`config.mk`:
```
export PLATFORM = sky130hd
export DESIGN_NAME = semaforo_timer
export DESIGN_NICKNAME = d
export VERILOG_FILES = /design/src/rtl/semaforo_pkg.sv /design/src/rtl/semaforo_tick.sv /design/src/rtl/semaforo_timer.sv
export SDC_FILE = /design/constraint.sdc
export NUM_CORES = 1
export LEC_CHECK = 0
export CORE_MARGIN = 1
export CORE_UTILIZATION = 47
export DETAILED_ROUTE_END_ITERATION = 7
export GPL_TIMING_DRIVEN = 0
export PLACE_DENSITY_LB_ADDON = 0.25
export RECOVER_POWER = 50
export SETUP_SLACK_MARGIN = 0.5
export SKIP_CTS_REPAIR_TIMING = 1
export SLEW_MARGIN = 30
export SYNTH_ARGS = -nofsm -noshare
export SYNTH_HDL_FRONTEND = slang
export SYNTH_SLANG_ARGS = --single-unit
```
`constraint.sdc`:
```
create_clock -name clk -period 2 [get_ports clk]
set_clock_uncertainty 0.15 [all_clocks]
set_input_delay 0.3 -clock clk [delete_from_list [all_inputs] [get_ports clk]]
set_output_delay 0.3 -clock clk [all_outputs]
set_load 0.03 [all_outputs]
```
`src/rtl/semaforo_pkg.sv`:
```
// Shared constants and helpers for the traffic-light phase timer.
// Light vectors are packed as {RED,YLW,GRN}.
package semaforo_pkg;

   localparam logic [2:0] LT_NONE = 3'b000;
   localparam logic [2:0] LT_GRN  = 3'b001;
   localparam logic [2:0] LT_YLW  = 3'b010;
   localparam logic [2:0] LT_RED  = 3'b100;

   localparam int DEF_TICK_DIV  = 50;
   localparam int DEF_T_YLW     = 3;
   localparam int DEF_T_RED     = 15;
   localparam int DEF_T_GRN_MIN = 10;

   // True when exactly one of the three lights is on.
   function automatic logic is_onehot(input logic [2:0] lt);
      return (lt == LT_GRN) || (lt == LT_YLW) || (lt == LT_RED);
   endfunction

   // Largest of three phase durations, used to size the seconds counter.
   function automatic int max3(input int a, input int b, input int c);
      int m;
      m = (a > b) ? a : b;
      return (m > c) ? m : c;
   endfunction

endpackage

```
`src/rtl/semaforo_tick.sv`:
```
// One-second prescaler for the phase timer. Counts clk cycles modulo
// TICK_DIV and flags the last cycle of each second. clear restarts the
// count so that a phase duration is measured from its entry edge.
module semaforo_tick
   import semaforo_pkg::*;
#(
   parameter int TICK_DIV = DEF_TICK_DIV
) (
   input  logic clk,
   input  logic rst_n,
   input  logic clear,
   output logic tick
);

   localparam int PW = (TICK_DIV > 1) ? $clog2(TICK_DIV) : 1;
   localparam logic [PW-1:0] LAST = PW'(TICK_DIV - 1);

   logic [PW-1:0] presc;

   // Cycle counter within the current second; wraps on its last value.
   always_ff @(posedge clk) begin
      if (!rst_n || clear) begin
         presc <= '0;
      end else if (presc == LAST) begin
         presc <= '0;
      end else begin
         presc <= presc + 1'b1;
      end
   end

   // With TICK_DIV==1 presc is pinned at 0, so every cycle is a tick.
   assign tick = !clear && (presc == LAST);

endmodule

```
`src/rtl/semaforo_timer.sv`:
```
// Phase timer for the Semaforo traffic-light FSM. Measures time spent in
// the current light phase (in prescaled seconds), raises TIMEOUT when the
// yellow or red duration expires, and flags non-one-hot light inputs.
// Optional feature macro SEMAFORO_TIMER_MINGREEN_EN: enforce a minimum
// green time by masking the car request until it has elapsed.
module semaforo_timer
   import semaforo_pkg::*;
#(
   parameter int TICK_DIV  = DEF_TICK_DIV,
   parameter int T_YLW     = DEF_T_YLW,
   parameter int T_RED     = DEF_T_RED,
   parameter int T_GRN_MIN = DEF_T_GRN_MIN,
   localparam int SEC_W    = $clog2(max3(T_YLW, T_RED, T_GRN_MIN) + 1)
) (
   input  logic             clk,
   input  logic             rst_n,
   input  logic             GRN,
   input  logic             YLW,
   input  logic             RED,
   input  logic             CAR,
   output logic             TIMEOUT,
   output logic             CAR_Q,
   output logic [SEC_W-1:0] SEC_LEFT,
   output logic             ERR
);

   logic [2:0]       lt;
   logic [2:0]       lt_q;
   logic             lt_valid;
   logic             entry;
   logic             tick;
   logic [SEC_W-1:0] sec;
   logic [SEC_W-1:0] dur;
   logic             timeout;
   logic             err;

   assign lt       = {RED, YLW, GRN};
   assign lt_valid = is_onehot(lt);
   assign entry    = lt_valid && (lt != lt_q);

   // Prescaler restarts on entry and on illegal input so durations are exact.
   semaforo_tick #(
      .TICK_DIV (TICK_DIV)
   ) u_tick (
      .clk   (clk),
      .rst_n (rst_n),
      .clear (!lt_valid || entry),
      .tick  (tick)
   );

   // Duration loaded on entry into the phase shown by the light inputs.
   always_comb begin
      dur = '0;
      case (lt)
         LT_YLW:  dur = SEC_W'(T_YLW);
         LT_RED:  dur = SEC_W'(T_RED);
`ifdef SEMAFORO_TIMER_MINGREEN_EN
         LT_GRN:  dur = SEC_W'(T_GRN_MIN);
`endif
         default: dur = '0;
      endcase
   end

   // Phase tracking, seconds countdown, timeout latch and illegal-input flag.
   always_ff @(posedge clk) begin
      if (!rst_n) begin
         lt_q    <= LT_NONE;
         sec     <= '0;
         timeout <= 1'b0;
         err     <= 1'b0;
      end else if (!lt_valid) begin
         // Remember the illegal value so the next legal one is an entry.
         lt_q    <= lt;
         sec     <= '0;
         timeout <= 1'b0;
         err     <= 1'b1;
      end else if (entry) begin
         lt_q    <= lt;
         sec     <= dur;
         timeout <= 1'b0;
         err     <= 1'b0;
      end else if (tick && (sec != '0)) begin
         sec <= sec - 1'b1;
         // Green only ever enforces a minimum, it never times out.
         if ((sec == SEC_W'(1)) && (lt_q != LT_GRN)) begin
            timeout <= 1'b1;
         end
      end
   end

`ifdef SEMAFORO_TIMER_MINGREEN_EN
   logic grn_hold;
   assign grn_hold = (lt_q == LT_GRN) && (sec != '0);
   assign CAR_Q    = CAR & ~grn_hold;
`else
   assign CAR_Q    = CAR;
`endif

   assign TIMEOUT  = timeout;
   assign SEC_LEFT = sec;
   assign ERR      = err;

endmodule

```
---- Word-level counts from Yosys, hierarchy flattened ----
Index checks and enable logic that the tools add are counted.
storage, ports and cells
  memories kept ........................... 0
  ROM bits ................................ 0
  memory bits (writable) .................. 0
  register bits ........................... 15
  word-level logic and storage cells ...... 41
  latch bits .............................. 0
  input port bits ......................... 6
operators by class
  div/mod/pow operators ................... 0
  bitwise operators ....................... 2
  reductions and logical operators ........ 17
  add/subtract/negate cells ............... 2
  multiplexer cells ....................... 7
  multipliers ............................. 0
  equal/unequal tests ..................... 8
  shift operators ......................... 0
  $lt $le $gt $ge ......................... 0
operator list
  operator               number
  $mux W4                2
  $pmux W4 S2            1
  $add A6 B1 Y6 const B  1
  $eq A6 B6 Y1 const B   1
  $mux W3                2
  $eq A4 B1 Y1 const B   1
  $logic_and A1 B1 Y1    4
  $logic_or A1 B1 Y1     4
  $reduce_and A2 Y1      2
  $reduce_bool A4 Y1     1
  $sub A4 B1 Y4 const B  1
  $eq A3 B1 Y1 const B   1
  $eq A3 B2 Y1 const B   1
  $eq A3 B3 Y1 const B   1
  $logic_not A1 Y1       3
  $ne A3 B1 Y1 const B   1
  $ne A3 B3 Y1           1
  $reduce_or A3 Y1       1
  $mux W1                2
  $ne A2 B1 Y1 const B   1
  $not A1 Y1             2
  $reduce_bool A2 Y1     1
  $reduce_or A2 Y1       1

---- Logic depth before layout (Yosys ltp) ----
  depth after elaboration ................. 10
  gate-level depth with buffers ........... 6
  depth with buffers taken out ............ 6

---- By module ----
Synthesis repeated with hierarchy kept, for this count alone.
second synthesis, totals
  cells, all modules ...................... 93
  area, all modules ....................... 847.1 µm²
by module, submodules not included
  module          cells an instance  instances  sequential area each (µm²)  area an instance (µm²)
  semaforo_timer  65                 1          180.2                       583.1
  semaforo_tick   28                 1          120.1                       264.0

---- Worst setup path after synthesis ----
No wires, ideal clock.
  kind .................................... flip-flop to flip-flop
  start point ............................. register lt_q[0]
  end point ............................... register sec[1], in the netlist SEC_LEFT[1]
  arrival time ............................ 1.636 ns
  stages on the path, launching flop included .. 7
  setup slack ............................. 0.094 ns
  period minus slack after synthesis ...... 1.906 ns
  cells stage by stage .................... dfxtp_1 > buf_6 > nand2b_4 > or4_4 > a221oi_4 > nor3_1 > o31a_1
between the ends
  longest elaborated chain between the ends .. 7
  elaborated cells on any way between the ends .. 8
  classes of those cells .................. eq/ne: 1; mux: 1; reduce/logical: 6
RTL lines
  item                                 RTL line              text
  start, declared                      semaforo_timer.sv:28  logic [2:0] lt_q;
  start signal, assigned               semaforo_timer.sv:73  lt_q <= lt;
  start signal, assigned               semaforo_timer.sv:78  lt_q <= lt;
  $ne A3 B3 Y1 *                       semaforo_timer.sv:39  assign entry = lt_valid && (lt != lt_q);
  $logic_and A1 B1 Y1 *                semaforo_timer.sv:39
  $logic_or A1 B1 Y1                   semaforo_timer.sv:47  .clear (!lt_valid || entry),
  $logic_not A1 Y1                     semaforo_tick.sv:32   assign tick = !clear && (presc == LAST);
  $logic_and A1 B1 Y1                  semaforo_tick.sv:32
  $logic_and A1 B1 Y1                  semaforo_timer.sv:82  end else if (tick && (sec != '0)) begin
  $reduce_bool A2 Y1 (no source line)  --
  end signal, assigned                 semaforo_timer.sv:79  sec <= dur;
  end signal, assigned                 semaforo_timer.sv:83  sec <= sec - 1'b1;
  end, declared                        semaforo_timer.sv:32  logic [SEC_W-1:0] sec;
Every way passes the cells marked *; elsewhere a longest branch is shown, timed or not.
A chain may end at the register's enable or synchronous reset.

---- Worst setup path after layout ----
  start point ............................. input port GRN
  end point ............................... register sec[1], in the netlist SEC_LEFT[1]
between the ends
  longest elaborated chain between the ends .. 9
  elaborated cells on any way between the ends .. 16
  classes of those cells .................. eq/ne: 4; mux: 2; reduce/logical: 10
RTL lines
  item                                                            RTL line                                  text
  start, declared                                                 semaforo_timer.sv:17                      input logic GRN,
  $eq A3 B1 Y1 / $eq A3 B2 Y1 (equally long branches)             semaforo_pkg.sv:17, semaforo_timer.sv:54
  $logic_or A1 B1 Y1 (2 in a row)                                 semaforo_pkg.sv:17                        return (lt == LT_GRN) || (lt == LT_YLW) || (lt == LT_RED);
  $logic_not A1 Y1 / $logic_and A1 B1 Y1 (equally long branches)  --
  $logic_or A1 B1 Y1                                              semaforo_timer.sv:47
  $logic_not A1 Y1                                                semaforo_tick.sv:32
  $logic_and A1 B1 Y1                                             semaforo_tick.sv:32
  $logic_and A1 B1 Y1                                             semaforo_timer.sv:82
  $reduce_bool A2 Y1 (no source line)                             --
Parallel ways exist; a longest one is shown, timed or not.

==> out/results.md <==
| Step | Result | Value |
|:---|:---|:---|
| power and ir drop | Largest voltage drop on the vdd net | 448 uV |
| power and ir drop | Pleak | 0.477 nW |
| final layout | Inserted Diodes | 0 |
| route | Detailed-routing iteration count for the pre-antenna-repair pass | 4 |
| power and ir drop | Sequential share of power | 0.509 |
| run status | Status | complete, but fails checks |
| power and ir drop | Power Dens Cells | 539 mW/mm2 |
| clock network | Source-to-sink clock delay at the later pin of the worst-skew pair | 0.28 ns |
| timing | Sum Neg Setup Slack | -0.320 ns |
| clock network | TritonCTS clock tree | done |
| power and ir drop | Int Pwr | 0.447 mW |
| grt | Overflow left after global routing | 0 |
| synth | Number of enable flip-flop cells after synthesis | 0 |
| place | Post-DP HPWL | 1240 um |
| worst setup path | Data arrival time of the critical path | 2.13 ns |
| final layout | Final non-filler cell total | 148 |
| synth | Top_reg_cell synth | sky130_fd_sc_hd__dfxtp_1 |
| timing | Worst Tran Pin Value | 0.603 ns |
| clock network | TritonCTS sink count | 15 |
| route | Avg WL per Cell | 12.5 um |
| route | Via-to-Cell Ratio | 5.41 |
| route | Routed via count | 800 |
| grt | Global-route total usage across every layer | 0.190 |
| place | Buffers on Ports | 11 |
| synth | Unique masters post-synth | 40 |
| power and ir drop | Tot Pwr | 0.624 mW |
| timing | Part of the cycle the worst path needs | 1.05 |
| timing | Minimum clock period after layout | 2.10 ns |
| power and ir drop | Part of the total power dissipated in the clock network | 0.275 |
| route | Routed WL | 1850 um |
| worst setup path | Endpoint type of the worst setup path | flop |
| die | Total I/O pin count | 13 |
| die | Placeable Area | 0.00178 mm2 |
| route | Post-detailed-route count of antenna-violating nets | 0 |
| final layout | Layout Nets | 134 |
| grt | Vias in the first global route | 751 |
| timing | Final max-slew violation count | 0 |
| die | Full die area | 0.00213 mm2 |
| die | Height of the die | 46.2 um |
| final layout | FILL cells | 153 |
| timing | Max frequency | 477 MHz |
| synth | Syn nets | 114 |
| timing | Final worst hold slack | 0.322 ns |
| timing | Final setup violation count | 5 |
| clock network | Maximum buffer depth of the clock tree | 2 |
| synth | Number of instances in the synthesized netlist | 104 |
| synth | Part of the Yosys area used for sequential elements | 0.327 |
| final layout | Area taken by multi-input logic gates | 592 um2 |
| worst setup path | Critical path start-end classification | in -> reg |
| final layout | Flip-flop and latch area | 303 um2 |
| final layout | Area growth from synthesis to final layout | 26.2% |
| die | Row count | 15 |
| route | Initial DRC count | 12 |
| worst setup path | Required arrival time at the worst endpoint | 2.03 ns |
| run status | Failing checks | negative setup slack |
| route | Number of design rule violations left after detail routing | 0 |
| synth | Fraction of registers with async set/reset | 0 |
| die | Width of the die | 46.2 um |
| timing | Setup ws final | -0.0979 ns |
| grt | Antenna violations before repair | 0 |
| grt | Pin count of the biggest net entering global routing | 11 |
| synth | Post-synthesis instance area | 918 um2 |
| worst setup path | Top fanout value on the critical path | 5 |
| clock network | CTS H-Tree Depth | 1 |
| clock network | Clock edge transition at the registers on the reported setup and hold paths | 0.09 ns |
| synth | Mean area per synthesized cell | 8.83 um2 |
| power and ir drop | Switching part of the total power | 0.284 |
| final layout | Proportion of layout cells with a drive suffix above 1 | 0.244 |
| place | Number of cells in the design after placement | 140 |
| timing | RSZ-0062 raised after global routing | yes |
| synth | YS warnings | 0 |
| place | Final Wtd Congestion | 0.796 |
| grt | Wire length of the first global-routing pass | 2930 um |
| timing | Relative slew slack | 0.592 |
| hold path | Path class of the lowest-slack min-delay path | reg -> reg |
| clock network | Clock Root Buffer | sky130_fd_sc_hd__clkbuf_4 |
| power and ir drop | Net switching power | 0.177 mW |
| synth | Synth Register Bits | 15 |
| place | Worst-case setup slack after placement | -0.558 ns |
| die | Effective utilization at floorplan | 0.515 |
| timing | Number of hold violations in the final report | 0 |
| power and ir drop | Combinational share of power | 0.216 |
| clock network | TritonCTS Buffers | 3 |
| worst setup path | Critical Path Source Type | input port |
| run | Number of max-cap violations | 0 |
-- cells in the mapped netlist, types with 3 or more instances --
master	count	area, um2
sky130_fd_sc_hd__xnor2_1	3	26.3
sky130_fd_sc_hd__dfxtp_1	15	300
sky130_fd_sc_hd__xor2_1	6	52.6
sky130_fd_sc_hd__inv_1	7	26.3
sky130_fd_sc_hd__o21ai_0	4	20.0
sky130_fd_sc_hd__nand3_1	3	15.0
sky130_fd_sc_hd__and2_1	4	25.0
sky130_fd_sc_hd__ha_1	4	50.1
sky130_fd_sc_hd__nor2_1	14	52.6
sky130_fd_sc_hd__nor3_1	5	25.0
-- per-layer routing --
layer	vias to the layer above	wire length [um]	part of all wire	global-route usage
met5	-	0	0	0
met4	0	25	0.014	0.106
met3	4	46	0.025	0.0314
met2	12	954	0.52	0.330
met1	380	825	0.45	0.217
li1	404	-	-	-
-- cells in the final DEF (no fill, tap or decap), drive strengths merged, types with 4 or more instances in the layout --
cell / Yosys / layout
nor2: 14 / 14
inv: 7 / 7
xor2: 6 / 6
nor3: 5 / 5
buf: 5 / 10
clkbuf: 1 / 9
o21ai: 6 / 6
ha: 4 / 4
and2: 4 / 4
dfxtp: 15 / 15
-- final cells by class --
cell class | count | area share
Multi-Input combinational cell | 76 | 0.511
Sequential cell | 15 | 0.261
Timing Repair Buffer | 15 | 0.100
Buffer | 6 | 0.0551
Tap cell | 25 | 0.0270
Clock buffer | 4 | 0.0227
Inverter | 7 | 0.0227
-- worst max-delay path: stages --
cell and delay, ns:
sky130_fd_sc_hd__clkdlybuf4s50_1 0.43, sky130_fd_sc_hd__nand2b_1 0.17, sky130_fd_sc_hd__or4_4 0.47, sky130_fd_sc_hd__a221oi_4 0.42, sky130_fd_sc_hd__nor3_1 0.10, sky130_fd_sc_hd__o31a_1 0.24
-- registers in the layout, summed over array words and instances, names as in the netlist --
register	count
u_tick.presc	6
SEC_LEFT	4
lt_q	3
ERR	1
TIMEOUT	1
-- path summary, 6_finish.rpt --
check / end / slack, ns / cells after the start / startpoint
worst min register to register: u_tick.presc[0]$_SDFF_PP0_ / 0.32 / 1 / u_tick.presc[0]$_SDFF_PP0_
worst max register to register: SEC_LEFT[1]$_SDFFE_PN0P_ / -0.08 / 6 / lt_q[0]$_SDFFE_PN0P_
worst max-delay path: SEC_LEFT[1]$_SDFFE_PN0P_ / -0.1 / 6 / GRN
worst min-delay path: u_tick.presc[0]$_SDFF_PP0_ / 0.32 / 1 / u_tick.presc[0]$_SDFF_PP0_
-- power groups by stage --
stage               Clock, mW  Combinational [mW]  Sequential [mW]
floorplan                   0              0.0758            0.334
global placement            0               0.119            0.324
detailed placement          0               0.121            0.325
CTS                     0.174               0.122            0.318
global route            0.192               0.147            0.320
finish                  0.172               0.135            0.318
-- kinds of logic (layout without fill, tap and decap cells) --
group	count (synthesis)	count (layout)	synth area share
buf+inv	13	32	0.0763
fa+ha+maj	4	4	0.0545
xor+xnor	9	9	0.0858
flops	15	15	0.327
compound gates	23	23	0.210
simple gates	40	40	0.247
-- metrics by stage --
step,util,instance area [um2]
3_3_place_gp,0.595,1060
6_report,0.650,1160
3_5_place_dp,0.595,1060
4_1_cts,0.610,1090
5_1_grt,0.650,1160
2_1_floorplan,-,920
No activity file was read; power rests on OpenSTA's default activity.
